[src/rtl/branch_ctrl.sv]
// ID-stage branch resolution controller: load/ALU hazard stalls, redirect and flush,
// plus saturating branch statistics counters.
module branch_ctrl (
  input  logic        clk,
  input  logic        rst_n,
  input  logic        id_branch,
  input  logic [2:0]  id_comp_op,
  input  logic [4:0]  id_rs,
  input  logic [4:0]  id_rt,
  input  logic [4:0]  ex_rd,
  input  logic        ex_regwrite,
  input  logic        ex_memread,
  input  logic [4:0]  mem_rd,
  input  logic        mem_regwrite,
  input  logic        mem_memread,
  input  logic        comp_true,
  input  logic        pipe_flush,
  input  logic        stats_clr,
  output logic [2:0]  comp_op,
  output logic        stall,
  output logic        pc_sel,
  output logic        flush_ifid,
  output logic [15:0] branch_cnt,
  output logic [15:0] taken_cnt,
  output logic [15:0] stall_cnt
);

  localparam int unsigned CNT_W = 16;
  localparam int unsigned REG_W = 5;

  typedef enum logic [1:0] {IDLE, WAIT, RESOLVE} state_t;

  state_t           r_state;
  state_t           w_state_nxt;
  logic [1:0]       r_cnt;
  logic [1:0]       w_cnt_nxt;
  logic             w_resolve;
  logic             w_rt_used;
  logic             w_rs_live;
  logic             w_rt_live;
  logic             w_ex_hit;
  logic             w_mem_load_hit;
  logic [1:0]       w_need;
  logic [CNT_W-1:0] r_branch_cnt;
  logic [CNT_W-1:0] r_taken_cnt;
  logic [CNT_W-1:0] r_stall_cnt;

  assign comp_op = id_comp_op;

  // Operand usage and hazard detection; register 0 never creates a dependency.
  assign w_rt_used      = (id_comp_op == 3'd0) || (id_comp_op == 3'd1);
  assign w_rs_live      = (id_rs != REG_W'(0));
  assign w_rt_live      = w_rt_used && (id_rt != REG_W'(0));
  assign w_ex_hit       = ex_regwrite &&
                          ((w_rs_live && (id_rs == ex_rd)) || (w_rt_live && (id_rt == ex_rd)));
  assign w_mem_load_hit = mem_regwrite && mem_memread &&
                          ((w_rs_live && (id_rs == mem_rd)) || (w_rt_live && (id_rt == mem_rd)));

  always_comb begin
    w_need = 2'd0;
    if (w_ex_hit && ex_memread) w_need = 2'd2;
    else if (w_ex_hit)          w_need = 2'd1;
    else if (w_mem_load_hit)    w_need = 2'd1;
  end

  // State register.
  always_ff @(posedge clk or negedge rst_n) begin
    if (!rst_n) begin
      r_state <= IDLE;
      r_cnt   <= 2'd0;
    end else begin
      r_state <= w_state_nxt;
      r_cnt   <= w_cnt_nxt;
    end
  end

  // Next-state and control outputs; a pipe flush overrides any branch in progress.
  always_comb begin
    w_state_nxt = r_state;
    w_cnt_nxt   = r_cnt;
    stall       = 1'b0;
    pc_sel      = 1'b0;
    flush_ifid  = 1'b0;
    w_resolve   = 1'b0;
    if (pipe_flush) begin
      w_state_nxt = IDLE;
      w_cnt_nxt   = 2'd0;
    end else begin
      case (r_state)
        IDLE: begin
          if (id_branch) begin
            if (w_need == 2'd0) begin
              w_resolve  = 1'b1;
              pc_sel     = comp_true;
              flush_ifid = comp_true;
            end else begin
              stall       = 1'b1;
              w_cnt_nxt   = 2'(w_need - 2'd1);
              w_state_nxt = (w_need == 2'd2) ? WAIT : RESOLVE;
            end
          end
        end
        WAIT: begin
          stall     = 1'b1;
          w_cnt_nxt = 2'(r_cnt - 2'd1);
          if (r_cnt <= 2'd1) begin
            w_cnt_nxt   = 2'd0;
            w_state_nxt = RESOLVE;
          end
        end
        RESOLVE: begin
          w_resolve   = 1'b1;
          pc_sel      = comp_true;
          flush_ifid  = comp_true;
          w_state_nxt = IDLE;
        end
        default: begin
          w_state_nxt = IDLE;
          w_cnt_nxt   = 2'd0;
        end
      endcase
    end
  end

  // Saturating statistics; clear wins over any increment in the same cycle.
  always_ff @(posedge clk or negedge rst_n) begin
    if (!rst_n) begin
      r_branch_cnt <= '0;
      r_taken_cnt  <= '0;
      r_stall_cnt  <= '0;
    end else if (stats_clr) begin
      r_branch_cnt <= '0;
      r_taken_cnt  <= '0;
      r_stall_cnt  <= '0;
    end else begin
      if (w_resolve && (r_branch_cnt != '1))
        r_branch_cnt <= r_branch_cnt + CNT_W'(1);
      if (w_resolve && comp_true && (r_taken_cnt != '1))
        r_taken_cnt <= r_taken_cnt + CNT_W'(1);
      if (stall && (r_stall_cnt != '1))
        r_stall_cnt <= r_stall_cnt + CNT_W'(1);
    end
  end

  assign branch_cnt = r_branch_cnt;
  assign taken_cnt  = r_taken_cnt;
  assign stall_cnt  = r_stall_cnt;

endmodule

[config.mk]
export PLATFORM = sky130hd
export DESIGN_NAME = branch_ctrl
export DESIGN_NICKNAME = d
export VERILOG_FILES = /design/src/rtl/branch_ctrl.sv
export SDC_FILE = /design/constraint.sdc
export NUM_CORES = 1
export LEC_CHECK = 0
export ABC_AREA = 1
export CAP_MARGIN = 20
export CORE_UTILIZATION = 50
export CTS_CLUSTER_DIAMETER = 100
export DETAILED_ROUTE_END_ITERATION = 8
export PLACE_DENSITY = 0.91
export SLEW_MARGIN = 20
export SYNTH_ARGS = -nofsm -noshare
export SYNTH_HDL_FRONTEND = slang
export SYNTH_SLANG_ARGS = --single-unit
export TNS_END_PERCENT = 50
[constraint.sdc]
create_clock -name clk -period 3.8 [get_ports clk]
set_clock_uncertainty 0.05 [all_clocks]
set_input_delay 1.14 -clock clk [delete_from_list [all_inputs] [get_ports clk]]
set_output_delay 1.14 -clock clk [all_outputs]
set_load 0.01 [all_outputs]
==> impl_metrics.toml, run 1 <==
[status]
status = "complete, but fails checks"
violations = "negative setup slack"

[finish]
multiInputGateArea_um2 = 2150
nNetsFinal = 637
final-seq-area_um2 = 1300
antenna_cells = 0
n_fill_cell = 515
drive_above_1_share_pct = 20.3
areaGrowthSynthToFinish_pct = 37.8

[floorplan]
fp.dieW_um = 86.6
core_area_um2 = 6870
fp.dieArea_um2 = 7500
initial_core_util_pct = 52.1
row_count = 30
die_h_um = 86.6
ios = 87

[logic_synthesis]
netlist.top_cell.by_area = "dfrtp_1"
synthTopCellsByArea = "dfrtp_1 (36%), nand2_1 (13%), nor2_1 (6.1%)"
syn_area_um2 = 3580
syn_inst = 491
syn_area_per_cell_um2 = 7.29
synth_seq_cells = 52
seq_area_frac_synth_pct = 36.4
synth_warnings = 0
synth_top_area_share_pct = 36.4
synth.net_count = 528
synthDistinctLibCells = 38

[sta]
drv_slew = 0
finalSetupViolCount = 4
relSlewSlack_pct = 56.3
fmax_mhz = 257
timing.final.crit_share_pct = 102
tns_ps = -185
hold_viol = 0
rsz0062_at_grt = "yes"
post-route-min-period_ps = 3890
worst_pin_slew_ps = 650
fin_ws_ps = -86.7

[clock_tree]
cts_buffers = 5
clock_sinks = 52
clockBufferDepth = 2
clk_pin_slew_ps = 90
clk-insertion-delay-late_ps = 300
htreeDepth = 2
root_buffer = "clkbuf_8"
cts_tree = "done"

[placed_design]
gp_congestion = 0.935
portBuffers = 84
post-dp-hpwl_mm = 6.98

[power]
finalPower_mw = 1.13
power.density_nw_per_um2 = 229
peakVddDrop_mv = 0.173
p_leak_nw = 2.22

[global_routing]
grt-ovfl-total = 0
grt_max_degree = 44
grt_pass1_wl_mm = 15.7
grt_pass1_vias = 3552
antenna_found_initial = 0
grtUsageTotal_pct = 26.2

[routing]
routedWlPerCell_um = 15.0
drt-total-wl_mm = 10.5
drt_iter0_markers = 303
detail-route-antenna-nets = 0
routed_via_density = 5.66
via_count = 3948
dr.pass1.iters = 6
drc_errors = 0

[flow_run]
max_cap_violations = 0

[critical_path]
cp-end-kind = "primary output"
cp.required_ps = 2610
arrival_ps = 2700
worst-path-max-fanout = 2
crit_type = "input port to primary output"
worstSetupStartpointType = "input port"

[hold_path]
hold_class = "flip-flop to flip-flop"
-- area by class of cell --
| type | count | area share (%) |
|---|---|---|
| clock buffer | 5 | 1.40 |
| inverter | 58 | 4.52 |
| multi-input combinational | 369 | 43.6 |
| tap | 96 | 2.44 |
| sequential | 52 | 26.4 |
| clock inverter | 3 | 0.863 |
| timing repair buffer | 114 | 20.8 |
-- state kept, by name, indices dropped and copies added, names as in the netlist --
register	count
taken_cnt	16
stall_cnt	16
r_cnt	2
branch_cnt	16
r_state	2
-- cells in the mapped netlist --
| cell type | number |
|---|---|
| a21oi_1 | 10 |
| a21boi_2 | 1 |
| nor3_1 | 14 |
| nand4_1 | 24 |
| buf_4 | 6 |
| a31o_2 | 2 |
| dfrtp_1 | 52 |
| o21ai_2 | 6 |
| inv_1 | 52 |
| buf_6 | 1 |
| buf_2 | 2 |
| nor3_4 | 2 |
| nand3_1 | 37 |
| and3_1 | 1 |
| o21ai_1 | 6 |
| o21ai_0 | 15 |
| nor2_2 | 3 |
| o31ai_1 | 8 |
| clkbuf_1 | 2 |
| nand3_2 | 2 |
| nand3b_1 | 2 |
| inv_2 | 4 |
| nor2_4 | 1 |
| xnor2_1 | 15 |
| ha_1 | 4 |
| nand2_2 | 3 |
| nor4_1 | 2 |
| nand2_4 | 2 |
| nor2_1 | 58 |
| clkinv_1 | 1 |
| nand2_1 | 124 |
| o211ai_1 | 1 |
| xor2_1 | 23 |
| clkinv_4 | 1 |
| or2_2 | 1 |
| a21oi_2 | 1 |
| buf_8 | 1 |
| a21oi_4 | 1 |
-- cells in the final DEF (no fill, tap or decap), types with 8 or more instances in the layout --
cell,count
xnor2_2,9
nand3_1,34
buf_4,31
o21ai_0,13
buf_2,8
inv_2,8
nand4_1,24
inv_1,48
a21oi_1,10
dfrtp_1,52
nor3_1,14
o31ai_1,8
clkdlybuf4s50_1,58
xor2_1,23
nor2_1,52
nand2_1,117
-- timing repair --
| item | CTS | global route |
|---|---|---|
| setup endpoints to repair | 3 | 5 |
| setup buffers | 15 | 2 |
| hold buffers | 0 | 0 |
| resized for setup | 92 | 60 |
| pin swaps | 31 | 33 |
-- cells by family after synthesis --
kind of cell,after synthesis,synth area share (%)
adder cells (fa/ha/maj),4,1.40
XOR/XNOR,38,9.30
AND/OR/NAND/NOR,276,35.0
AO/OA/AOI/OAI,51,9.20
flip-flops,52,36.4
buffers and inverters,70,8.71
-- metrics by stage --
stage          area, um^2  util (%)  cells  hold slack [ps]  worst slack [ps]
4_1_cts              4740      68.9    695              450             0.405
5_1_grt              4930      71.8    697              480              -180
3_3_place_gp         4550      66.3    672              419              -727
2_1_floorplan        3580         -    491              399               173
6_report             4930      71.8    697              455             -86.7
3_5_place_dp         4550      66.3    672              428              -895
-- metal layers --
layer	global-route usage, %	vias up	wire, um
met5	0	-	0
met4	9.24	0	437
met3	3.62	49	712
met2	46.9	249	5120
met1	32.2	1819	4210
li1	-	1831	-
-- power by group --
part	internal, mW	switching, mW
logic	0.0820	0.103
registers	0.558	0.00634
clock network	0.195	0.186
total	0.835	0.295
-- final timing paths --
check                                            start                        end  slack (ps)  depth (start not counted)
worst max-delay path                         mem_rd[2]                      stall         -90                         13
worst min-delay path              r_cnt[0]$_DFFE_PN0P_       r_cnt[0]$_DFFE_PN0P_         460                          2
worst max register to register  r_state[0]$_DFFE_PN0P_  branch_cnt[3]$_DFFE_PN0P_        1580                         12
worst min register to register    r_cnt[0]$_DFFE_PN0P_       r_cnt[0]$_DFFE_PN0P_         460                          2
max in group asynchronous                        rst_n     r_state[1]$_DFFE_PN0P_        2240                          2
min in group asynchronous                        rst_n  stall_cnt[12]$_DFFE_PN0P_         630                          1
-- worst max-delay path, stage by stage --
cell and delay, ps:
clkdlybuf4s15_1 230, xor2_1 170, nor2_1 130, nand3_1 90, nand2_1 110, nand2_2 80, nand2_4 90, nand2_4 60
ha_4 170, nor2_4 90, o21ai_1 90, inv_1 120, buf_6 120
No activity file was read; power rests on OpenSTA's default activity.
==> inputs of run 2 (changes only) <==
--- a/config.mk
+++ b/config.mk
@@ -7,10 +7,11 @@
 export LEC_CHECK = 0
 export ABC_AREA = 1
 export CAP_MARGIN = 20
-export CORE_UTILIZATION = 50
+export CORE_UTILIZATION = 52
+export CTS_BUF_LIST = sky130_fd_sc_hd__clkbuf_4
 export CTS_CLUSTER_DIAMETER = 100
 export DETAILED_ROUTE_END_ITERATION = 8
-export PLACE_DENSITY = 0.91
+export PLACE_DENSITY = 0.93
 export SLEW_MARGIN = 20
 export SYNTH_ARGS = -nofsm -noshare
 export SYNTH_HDL_FRONTEND = slang
==> run 2 against run 1 <==
  * The run ends with design-rule violations, negative setup slack left
  * Fmax rose by 0.57%
  * Via count fell by 4.3%
  * Total power fell by 0.77%
  * Clock power fell by 2%
  * Sequential cell count did not move
  * Critical path depth rose by 1
  * Non-clock buffer count fell by 13
  * Sequential share of layout area rose by 0.74 points
  * Final area fell by 2.7%
  * Core utilization rose by 2.1 points
  * First-iteration DRC count rose by 6.3%
  * Global-route usage rose by 0.54 points
  * Critical endpoint unchanged
==> impl_metrics.toml, run 2 (synthesized netlist as in run 1, its figures left out) <==
[routing]
routedWlPerCell_um = 15.4
wl_met3_um = 613
drt_iter0_markers = 322
routed_via_density = 5.69
route.met2.wl_mm = 5.15
via_count = 3777
highest_layer = "met4"
dr.pass1.iters = 8
drt-total-wl_mm = 10.2
drc_errors = 6
detail-route-antenna-nets = 0
met1_length_mm = 4.14

[floorplan]
initial_core_util_pct = 55.1
row_count = 29
fp.dieArea_um2 = 7210
die_h_um = 84.9
fp.dieW_um = 84.9
ios = 87
core_area_um2 = 6490

[critical_path]
crit_type = "input port to primary output"
rr_startpoint = "branch_cnt[0]$_DFFE_PN0P_"
worst-path-max-fanout = 2
reg2reg_slack_ps = 1640
r2r.worst_path.cells = 11
cp-end-kind = "primary output"
cp.required_ps = 2610
crit_chain = "clkbuf_2 -> xnor2_1 -> nand2_1 -> nor2_1 -> nand3_1 -> nand2_1 -> nand2_1 -> nand2_1 -> nand2_2 -> ha_4 -> nor2_4 -> o21ai_2 -> inv_1 -> buf_2"
worstSetupStartpointType = "input port"
critPathMaxStageDelay_ps = 200
reg2reg_to = "branch_cnt[4]$_DFFE_PN0P_"
crit_slowest_cell = "xnor2_1"
arrival_ps = 2670
crit_path_frequent_cell = "nand2_1"

[hold_path]
min_from = "r_cnt[0]$_DFFE_PN0P_"
hold_class = "flip-flop to flip-flop"
hold_end = "r_cnt[0]$_DFFE_PN0P_"
worstHoldPathCells = 2

[flow_run]
max_cap_violations = 0

[sta]
worst_pin_slew_ps = 515
fin_ws_ps = -64.8
finalSetupViolCount = 3
relSlewSlack_pct = 65.4
fmax_mhz = 259
tns_ps = -138
drv_slew = 0
post-route-min-period_ps = 3860
hold_viol = 0
timing.final.crit_share_pct = 102
rsz0062_at_grt = "yes"

[global_routing]
grt_pass1_vias = 3610
grt-ovfl-total = 0
grt_pass1_wl_mm = 15.8
grt_max_degree = 33
grtUsageTotal_pct = 26.7
antenna_found_initial = 0

[clock_tree]
cts_buffers = 5
clock_sinks = 52
clk_pin_slew_ps = 140
htreeDepth = 2
clk-insertion-delay-late_ps = 370
clockBufferDepth = 2
root_buffer = "clkbuf_4"
cts_tree = "done"

[finish]
antenna_cells = 0
mostFrequentLayoutCell = "nand2_1"
drive_above_1_share_pct = 18.2
post-route-util_pct = 73.9
layout_common_cells = "nand2_1 (120), clkdlybuf4s50_1 (58), dfrtp_1 (52)"
stdcell_count = 664
areaGrowthSynthToFinish_pct = 34.1
nNetsFinal = 624

[placed_design]
post-dp-hpwl_mm = 7.01
placed_cells = 652
gp_congestion = 0.944
portBuffers = 84

[power]
p_leak_nw = 2.14
finalPower_mw = 1.12
peakVddDrop_mv = 0.159
power.density_nw_per_um2 = 234

[status]
status = "complete, but fails checks"
violations = "design-rule violations, negative setup slack"
## run 2: how the worst max path moves through the flow
stage                   start          to  slack, ps  depth (start not counted)
floorplan            id_rs[2]      pc_sel        170                         14
global placement     id_rt[1]       stall       -730                         14
detailed placement   id_rt[1]  flush_ifid       -830                         14
CTS                  id_rt[4]  flush_ifid          3                         13
global route         ex_rd[2]       stall       -150                         14
finish              mem_rd[0]       stall        -60                         14
## run 2: final cells by class
| type | instances | area (um^2) |
|---|---|---|
| multi-input cells | 369 | 2140 |
| fillers | 461 | 1700 |
| flip-flops and latches | 52 | 1300 |
| repair buffers | 101 | 938 |
| inverters | 58 | 223 |
| well taps | 77 | 96.3 |
| clock inverters | 2 | 60.1 |
| clock buffers | 5 | 37.5 |
## run 2: repair_timing
action                     in CTS  in global routing
setup endpoints to repair       3                  3
resized for setup              84                 71
hold buffers                    0                  0
setup buffers                   4                  1
pin swaps                      23                 43
## run 2: worst max-delay path, delay by kind of cell
family | cells | cell delay, ps
simple gates | 8 | 730
fa+ha+maj | 1 | 180
buf+inv | 3 | 330
compound gates | 1 | 80
xor+xnor | 1 | 200
## run 2: routing by layer
metal	up-vias	track usage, %
li1	1795	-
met1	1751	33.6
met2	199	46.8
met3	32	4.09
met4	0	9.40
met5	-	0
## run 2: report_power, final
group	internal (mW)	switching, mW	leakage, nW	total (mW)
logic	0.0812	0.101	1.37	0.182
clock network	0.201	0.173	0.0513	0.375
registers	0.558	0.00586	0.722	0.564
## run 2: through the flow
step,area (um^2),hold WS [ps],worst slack (ps)
final,4800,452,-64.8
after global routing,4800,482,-148
after CTS,4620,464,3.18
after detailed placement,4510,429,-825
after global placement,4510,417,-728
after floorplan,3580,399,173
